==> src/rtl/mod_counter.sv <==
// mod_counter: free-running modulo-(M+1) up-counter with enable and carry.
// Wraps by compare so non-power-of-two moduli never show values above M.
module mod_counter #(
  parameter int unsigned M = 15,
  localparam int unsigned CW =
    ($clog2(M + 1) < 1) ? 1 : $clog2(M + 1)
) (
  input  logic          aclk,
  input  logic          areset,
  input  logic          en,
  output logic          co,
  output logic [CW-1:0] cnt
);

  localparam logic [CW-1:0] TERM = CW'(M);
  localparam logic [CW-1:0] ONE  = CW'(1);

  logic [CW-1:0] cnt_q;
  logic [CW-1:0] cnt_d;
  logic          at_term;

  assign at_term = (cnt_q == TERM);

  // Next count: hold, increment, or wrap to zero at the terminal value.
  always_comb begin
    cnt_d = cnt_q;
    if (en) begin
      if (at_term) begin
        cnt_d = '0;
      end else begin
        cnt_d = cnt_q + ONE;
      end
    end
  end

  // Count register, cleared asynchronously by areset.
  always_ff @(posedge aclk or posedge areset) begin
    if (areset) begin
      cnt_q <= '0;
    end else begin
      cnt_q <= cnt_d;
    end
  end

  assign cnt = cnt_q;
  // Carry follows en combinationally; masked so it is low during reset.
  assign co  = en & at_term & ~areset;

endmodule

==> config.mk <==
export PLATFORM = sky130hd
export DESIGN_NAME = mod_counter
export DESIGN_NICKNAME = d
export VERILOG_FILES = /design/src/rtl/mod_counter.sv
export SDC_FILE = /design/constraint.sdc
export NUM_CORES = 1
export LEC_CHECK = 0
export ABC_CLOCK_PERIOD_IN_PS = 1700
export BUFFER_PORTS_ARGS = -buffer_cell sky130_fd_sc_hd__buf_2
export CAP_MARGIN = 20
export CORE_AREA = 2 2 39 41
export DETAILED_ROUTE_END_ITERATION = 7
export DIE_AREA = 0 0 41 43
export PLACE_DENSITY = 0.41
export SLEW_MARGIN = 5
export SYNTH_ARGS = -nofsm -noshare
export SYNTH_HDL_FRONTEND = slang
export SYNTH_SLANG_ARGS = --single-unit
==> constraint.sdc <==
create_clock -name aclk -period 1.7 [get_ports aclk]
set_input_delay 0.34 -clock aclk [delete_from_list [all_inputs] [get_ports aclk]]
set_output_delay 0.34 -clock aclk [all_outputs]
set_load 0.02 [all_outputs]
Word level (Yosys, flattened, before mapping)
Cells that the tools add are included.
{"block": "totals", "regBits": 4, "input_bits": 3, "out_inout_bits": 5}
{"block": "op_classes", "add_sub_neg": 1, "n_eq_ne": 1, "n_mux": 1, "n_bitwise": 3}
{"operator": "adder 4 x 1 -> 4 bit (second input constant)", "count": 1}
{"operator": "== test 4 bit (second input constant)", "count": 1}
{"operator": "two-way mux 4 bit", "count": 1}
{"operator": "bitwise AND 1 bit", "count": 2}
{"operator": "NOT 1 bit", "count": 1}

Depth between registers and ports, before layout
Gate-level depths: netlist of run 1.
{"block": "logic_depth", "ltp_word": 3, "ltp_mapped": 3, "mapped_depth_nobuf": 3}

Worst setup path after synthesis of run 1
OpenSTA, ideal clock, no wires.
{"block": "synth_path", "path_type": "reg2out", "startpoint": "register cnt_q[0] (netlist: cnt[0])", "endpoint": "output co", "arrival_time_ns": 1.129, "slack_ns": 0.231, "path_stages_with_launch": 4, "cell_sequence": "dfrtp_1 > ha_1 > nand4_1 > nor2_1"}
{"block": "synth_via", "elab_chain_len": 3}
{"element": "start, declared", "line_no": "18", "rtl": "logic [CW-1:0] cnt_q;"}
{"element": "start signal, assigned", "line_no": "41", "rtl": "cnt_q <= cnt_d;"}
{"element": "== test 4 bit", "line_no": "22", "rtl": "assign at_term = (cnt_q == TERM);"}
{"element": "bitwise AND 1 bit (2 in series)", "line_no": "47", "rtl": "assign co = en & at_term & ~areset;"}
{"element": "end, declared", "line_no": "11", "rtl": "output logic co,"}
Every way passes these cells.

Final worst setup path of run 1
{"block": "layout_path", "startpoint": "input areset", "endpoint": "output co"}
{"block": "layout_via", "elab_chain_len": 2}
{"element": "start, declared", "line_no": "9", "rtl": "input logic areset,"}
{"element": "NOT 1 bit", "line_no": "47"}
{"element": "bitwise AND 1 bit", "line_no": "47"}
Every way passes these cells.

==> results of run 1 <==
==> final cells by class <==
cell class | count | share of cell area
Timing Repair Buffer | 8 | 0.1572
Tap cell | 16 | 0.06987
Clock buffer | 3 | 0.07860
Inverter | 1 | 0.01310
Multi-Input combinational cell | 13 | 0.3319
Sequential cell | 4 | 0.3493
==> cell usage after synthesis <==
cell type and instances:
dfrtp_1 4, a41oi_1 2, nand2b_1 2, a21o_1 1
and3_1 1, ha_1 1, inv_1 1, mux2_2 1
nand2_1 1, nand4_1 1, nor2_1 1, o21ai_0 1
xnor2_1 1
==> repair_timing <==
action | 4_1_cts | 5_1_grt
endpoints found under the setup margin | 0 | 0
endpoints found under the hold margin | 4 | 0
hold buffers | 1 | 0
==> kinds of logic (layout without fill, tap and decap cells) <==
| kind of cell | Yosys count | after routing | share of synthesized area |
|---|---|---|---|
| adders and majority gates | 1 | 1 | 0.06288 |
| xor gates and xnor gates | 1 | 1 | 0.04403 |
| DFF | 4 | 4 | 0.5032 |
| AOI/OAI and AO/OA | 4 | 4 | 0.1509 |
| buffers and inverters | 1 | 12 | 0.01885 |
| and+or+nand+nor | 6 | 6 | 0.1635 |
| muxes | 1 | 1 | 0.05660 |
==> layout by cell type (no fill, tap or decap) <==
cell type	instances
nor2_1	1
dfrtp_1	4
a21o_1	1
nand2b_1	2
xnor2_1	1
nand4_1	1
inv_1	1
a41oi_1	2
ha_1	1
nand2_1	1
buf_2	7
and3_1	1
mux2_2	1
clkbuf_4	3
o21ai_0	1
dlygate4sd3_1	1
==> routing by layer <==
layer  track usage  vias to the layer above  share of wire
met5             0                        -              0
met4       0.04000                        0          0.020
met3       0.07853                        2           0.16
met2       0.05313                       12           0.31
met1       0.07468                       79           0.50
li1              -                       91              -
==> power groups by stage <==
stage               combinational (mW)  sequential (mW)  clock, mW
floorplan                       0.0882            0.245          0
global placement                 0.204            0.195          0
detailed placement               0.206            0.200          0
CTS                              0.209            0.199      0.123
global route                     0.227            0.210      0.132
finish                           0.206            0.198      0.117
==> final timing paths <==
path / depth (start not counted) / to / from / slack [ns]
max: 4 / co / areset / 0.11
min: 2 / cnt[3] / en / 0.42
max reg2reg: 3 / cnt[3] / cnt[0] / 0.60
min reg2reg: 1 / cnt[3] / cnt[3] / 0.55
max in group asynchronous: 3 / cnt[2] / areset / 0.99
min in group asynchronous: 3 / cnt[3] / areset / 0.55
==> worst max-delay path: cells and delay by family <==
kind | cells | cell delay (ns)
simple gates | 1 | 0.09
buf+inv | 3 | 0.83
==> metrics by stage <==
stage	setup WS, ns	power [mW]	area (um^2)
after global placement	0.3831	0.3983	254.0
after global routing	0.01993	0.5688	286.5
after CTS	0.1005	0.5310	286.5
after detailed placement	0.3767	0.4061	254.0
final	0.1075	0.5209	286.5
after floorplan	0.2313	0.3337	198.9
==> results.json, run 1 <==
{
  "status": "finished clean",
  "worstMarginPinSlew_ns": 0.1670,
  "crit_fanout": 2,
  "antenna_found_initial": 0,
  "ys_seq_area_frac": 0.5031,
  "fp.dieArea_um2": 1763,
  "initial_core_util": 0.1438,
  "routed_via_density": 4.089,
  "die_x_um": 41,
  "yosysWarnings": 0,
  "grt.overflow.total": 0,
  "syn_inst": 18,
  "clock_sinks": 4,
  "rows": 14,
  "ys_ff_latch": 4,
  "cp_data_arrival_time_ns": 1.25,
  "place_hpwl_um": 303.2,
  "finalMaxSlewViolations": 0,
  "p_sw_mw": 0.2087,
  "hold_viol_final": 0,
  "ant_nets": 0,
  "clkPwrFrac": 0.225,
  "largest_register_ffs": 4,
  "path_clk_slew_ns": 0.04,
  "nNetsFinal": 35,
  "p_int_mw": 0.3122,
  "crit_slowest_cell": "dlygate4sd3_1",
  "synth.distinct_cells": 13,
  "postLayoutCoreUtil": 0.2071,
  "p_per_area_nw_per_um2": 1818,
  "cts-root-buf": "clkbuf_4",
  "cts_tree": "yes",
  "clk_latency_ns": 0.23,
  "hold_slack_ns": 0.4162,
  "endpoint_kind": "primary output",
  "synth.largest_area_cell": "dfrtp_1",
  "cp_slowest_stage_delay_ns": 0.53,
  "tritoncts.num_buffers": 3,
  "numPortBuffers": 7,
  "drc_errors": 0,
  "post-route-period-util": 0.9368,
  "setup_tns_ns": 0,
  "crit_type": "in2out",
  "dr_total_vias": 184,
  "cts_max_path_buffers": 2,
  "syn_area_um2": 198.9,
  "multi_input_area_um2": 95.09,
  "drt_wl_total_um": 405,
  "cp_common_cell": "buf_2",
  "first_iter_violations": 4,
  "num_antenna_cells": 0,
  "h-tree-depth": 1,
  "finalSetupViolations": 0,
  "path_cells": "dlygate4sd3_1 > buf_2 > nor2_1 > buf_2",
  "fmax_ghz": 0.6279,
  "p_leak_nw": 0.1407,
  "rsz0062_at_grt": "no",
  "core-area_um2": 1384,
  "drive_gt1_frac": 0.3793,
  "required_ns": 1.36,
  "pwr-share-comb": 0.396,
  "num_io_pins": 8,
  "grt_max_degree": 8,
  "hp-class": "in2reg",
  "fin_skew_ns": 0.003377,
  "synth_nets": 22,
  "cts_resized": 0,
  "max_cap_viol_count": 0,
  "synth_top_area_frac": 0.5031,
  "grt_pass1_wl_um": 634,
  "pwr-share-seq": 0.379,
  "syn_to_final_growth_pct": 44.03,
  "syn_area_per_cell_um2": 11.05,
  "place.gp.congestion": 0.6376,
  "relSlewSlack": 0.8872,
  "worstSetupStartpointType": "input port",
  "grt_pass1_vias": 142,
  "fill_cells": 155,
  "seq_area_um2": 100.1,
  "stdcell_count": 45,
  "wire_per_inst_um": 9.000,
  "grt_util_all_layers": 0.06143,
  "synthTopCellsByArea": "dfrtp_1 (50%), a41oi_1 (8.8%), ha_1 (6.3%), nand2b_1 (6.3%), mux2_2 (5.7%)",
  "first_pass_iters": 4,
  "postCtsSetupBuffers": 0,
  "switching_share": 0.4007,
  "fin_crit_ns": 1.593,
  "chipHeight_um": 43,
  "peakVddDrop_uv": 708.7,
  "dp.cells": 41
}
Note: power is estimated with default switching activity, not from simulation.
==> run 2, diff against run 1 <==
==> constraint.sdc (replaced) <==
create_clock -name aclk -period 1.7 [get_ports aclk]
set_input_delay 0.34 -clock aclk [delete_from_list [all_inputs] [get_ports aclk]]
set_output_delay 0.34 -clock aclk [all_outputs]
set_load 0.1 [all_outputs]
==> run 2 against run 1 <==
Effect of this change:
- critical path depth unchanged
- sequential cell count unchanged
- setup slack worse by 0.046 ns
- sequential share of layout area down 0.69 points
- core utilization up 2.5 points
- via count down 11%
- first-iteration DRC count down 25%
- global-route usage up 0.60 points
- final cell count down 2.2%
- maximum frequency down 2.8%
==> results.json, run 2 (same netlist as run 1, synthesis figures left out) <==
{
  "grt.overflow.total": 0,
  "rsz0062_at_grt": "no",
  "die_x_um": 41,
  "crit_slowest_cell": "dfrtp_4",
  "ant_nets": 0,
  "largest_register_ffs": 4,
  "required_ns": 1.36,
  "hp-class": "in2async",
  "drive_gt1_frac": 0.6071,
  "finalMaxSlewViolations": 0,
  "endpoint_kind": "primary output",
  "crit_fanout": 5,
  "clk_latency_ns": 0.23,
  "path_clk_slew_ns": 0.04,
  "first_pass_iters": 3,
  "max_cap_viol_count": 0,
  "fmax_ghz": 0.6102,
  "status": "finished clean",
  "relSlewSlack": 0.6780,
  "num_antenna_cells": 0,
  "worstSetupStartpointType": "flip-flop",
  "cts_tree": "yes",
  "crit_type": "reg2out",
  "path_cells": "ha_4 > nand4_1 > nor2_4 > buf_12",
  "first_iter_violations": 3,
  "fill_cells": 154,
  "wire_per_inst_um": 9.818,
  "dr_total_vias": 164,
  "cts_max_path_buffers": 2,
  "initial_core_util": 0.1438,
  "critPathBufInv": 1,
  "fin_area_um2": 321.6,
  "numPortBuffers": 7,
  "layout_commonest_cell": "buf_2",
  "finalSetupViolations": 0,
  "drc_errors": 0,
  "syn_to_final_growth_pct": 61.63,
  "grt_pass1_vias": 175,
  "ctsHoldBuffers": 0,
  "fp.dieArea_um2": 1763,
  "postCtsSetupBuffers": 0,
  "nNetsFinal": 34,
  "place.gp.congestion": 0.6260,
  "cp_slowest_stage_delay_ns": 0.44,
  "routed_via_density": 3.727,
  "worstMarginPinSlew_ns": 0.4864,
  "grt_util_all_layers": 0.06740,
  "cts_resized": 0,
  "grt_max_degree": 8,
  "hold_slack_ns": 0.01323,
  "grt_pass1_wl_um": 696,
  "place_hpwl_um": 342.5,
  "clock_sinks": 4,
  "core-area_um2": 1384,
  "post-route-period-util": 0.9641,
  "postPlaceCellArea_um2": 299.0,
  "antenna_found_initial": 0,
  "fin_crit_ns": 1.639,
  "cts-root-buf": "clkbuf_4",
  "hold_viol_final": 0,
  "num_io_pins": 8,
  "h-tree-depth": 1,
  "final_cell_mix": "buf_2 (6), clkbuf_4 (3)",
  "rows": 14,
  "cp_data_arrival_time_ns": 1.30,
  "dp.cells": 41,
  "chipHeight_um": 43,
  "tritoncts.num_buffers": 3,
  "path_delay_family": "flip-flops",
  "drt_wl_total_um": 432,
  "stdcell_count": 44,
  "fin_skew_ns": 0.0004634
}
==> run 2: changes by cell type in the layout (fill, tap and decap cells not counted) <==
cell           previous run  this run
dlygate4sd3_1             1         0
dfrtp_4                   0         2
ha_1                      1         0
nor2_1                    1         0
ha_4                      0         1
buf_2                     7         6
dfrtp_1                   4         0
dfrtp_2                   0         2
buf_12                    0         1
nor2_4                    0         1
==> run 2: stage by stage <==
step,setup slack [ns],setup TNS (ns),utilization
floorplan,-0.1310,-0.1310,-
global placement,0.3145,0,0.2161
detailed placement,0.3041,0,0.2161
CTS,0.04511,0,0.2324
global route,0.01004,0,0.2324
finish,0.06110,0,0.2324
==> run 2: worst paths after layout <==
| path | startpoint | cells past startpoint | slack, ns | to |
|---|---|---|---|---|
| worst max-delay path | cnt[1] | 4 | 0.06 | co |
| max in group asynchronous | areset | 2 | 1.52 | cnt[1] |
| min in group aclk | en | 3 | 0.43 | cnt[2] |
| worst max register to register | cnt[1] | 3 | 0.56 | cnt[3] |
| worst min register to register | cnt[2] | 1 | 0.52 | cnt[2] |
| worst min-delay path | areset | 2 | 0.01 | cnt[3] |
==> run 2: cell type report <==
cell class | count | area (um^2) | area share
clock buffers | 3 | 22.52 | 0.07004
inverters | 1 | 3.754 | 0.01167
multi-input cells | 13 | 115.1 | 0.3580
flip-flops and latches | 4 | 110.1 | 0.3424
well taps | 16 | 20.02 | 0.06226
repair buffers | 7 | 50.05 | 0.1556
==> run 2: per-layer routing <==
layer,GRT usage,up-vias,part of all wire
met5,0,-,0
met2,0.07813,2,0.57
met1,0.06796,76,0.41
met3,0.01571,0,0.019
met4,0.1200,0,0
li1,-,86,-
Power of run 2 is left out: the tool's default activity adds up to more than one toggle a clock period on the data nets, which glitch-free logic cannot reach.
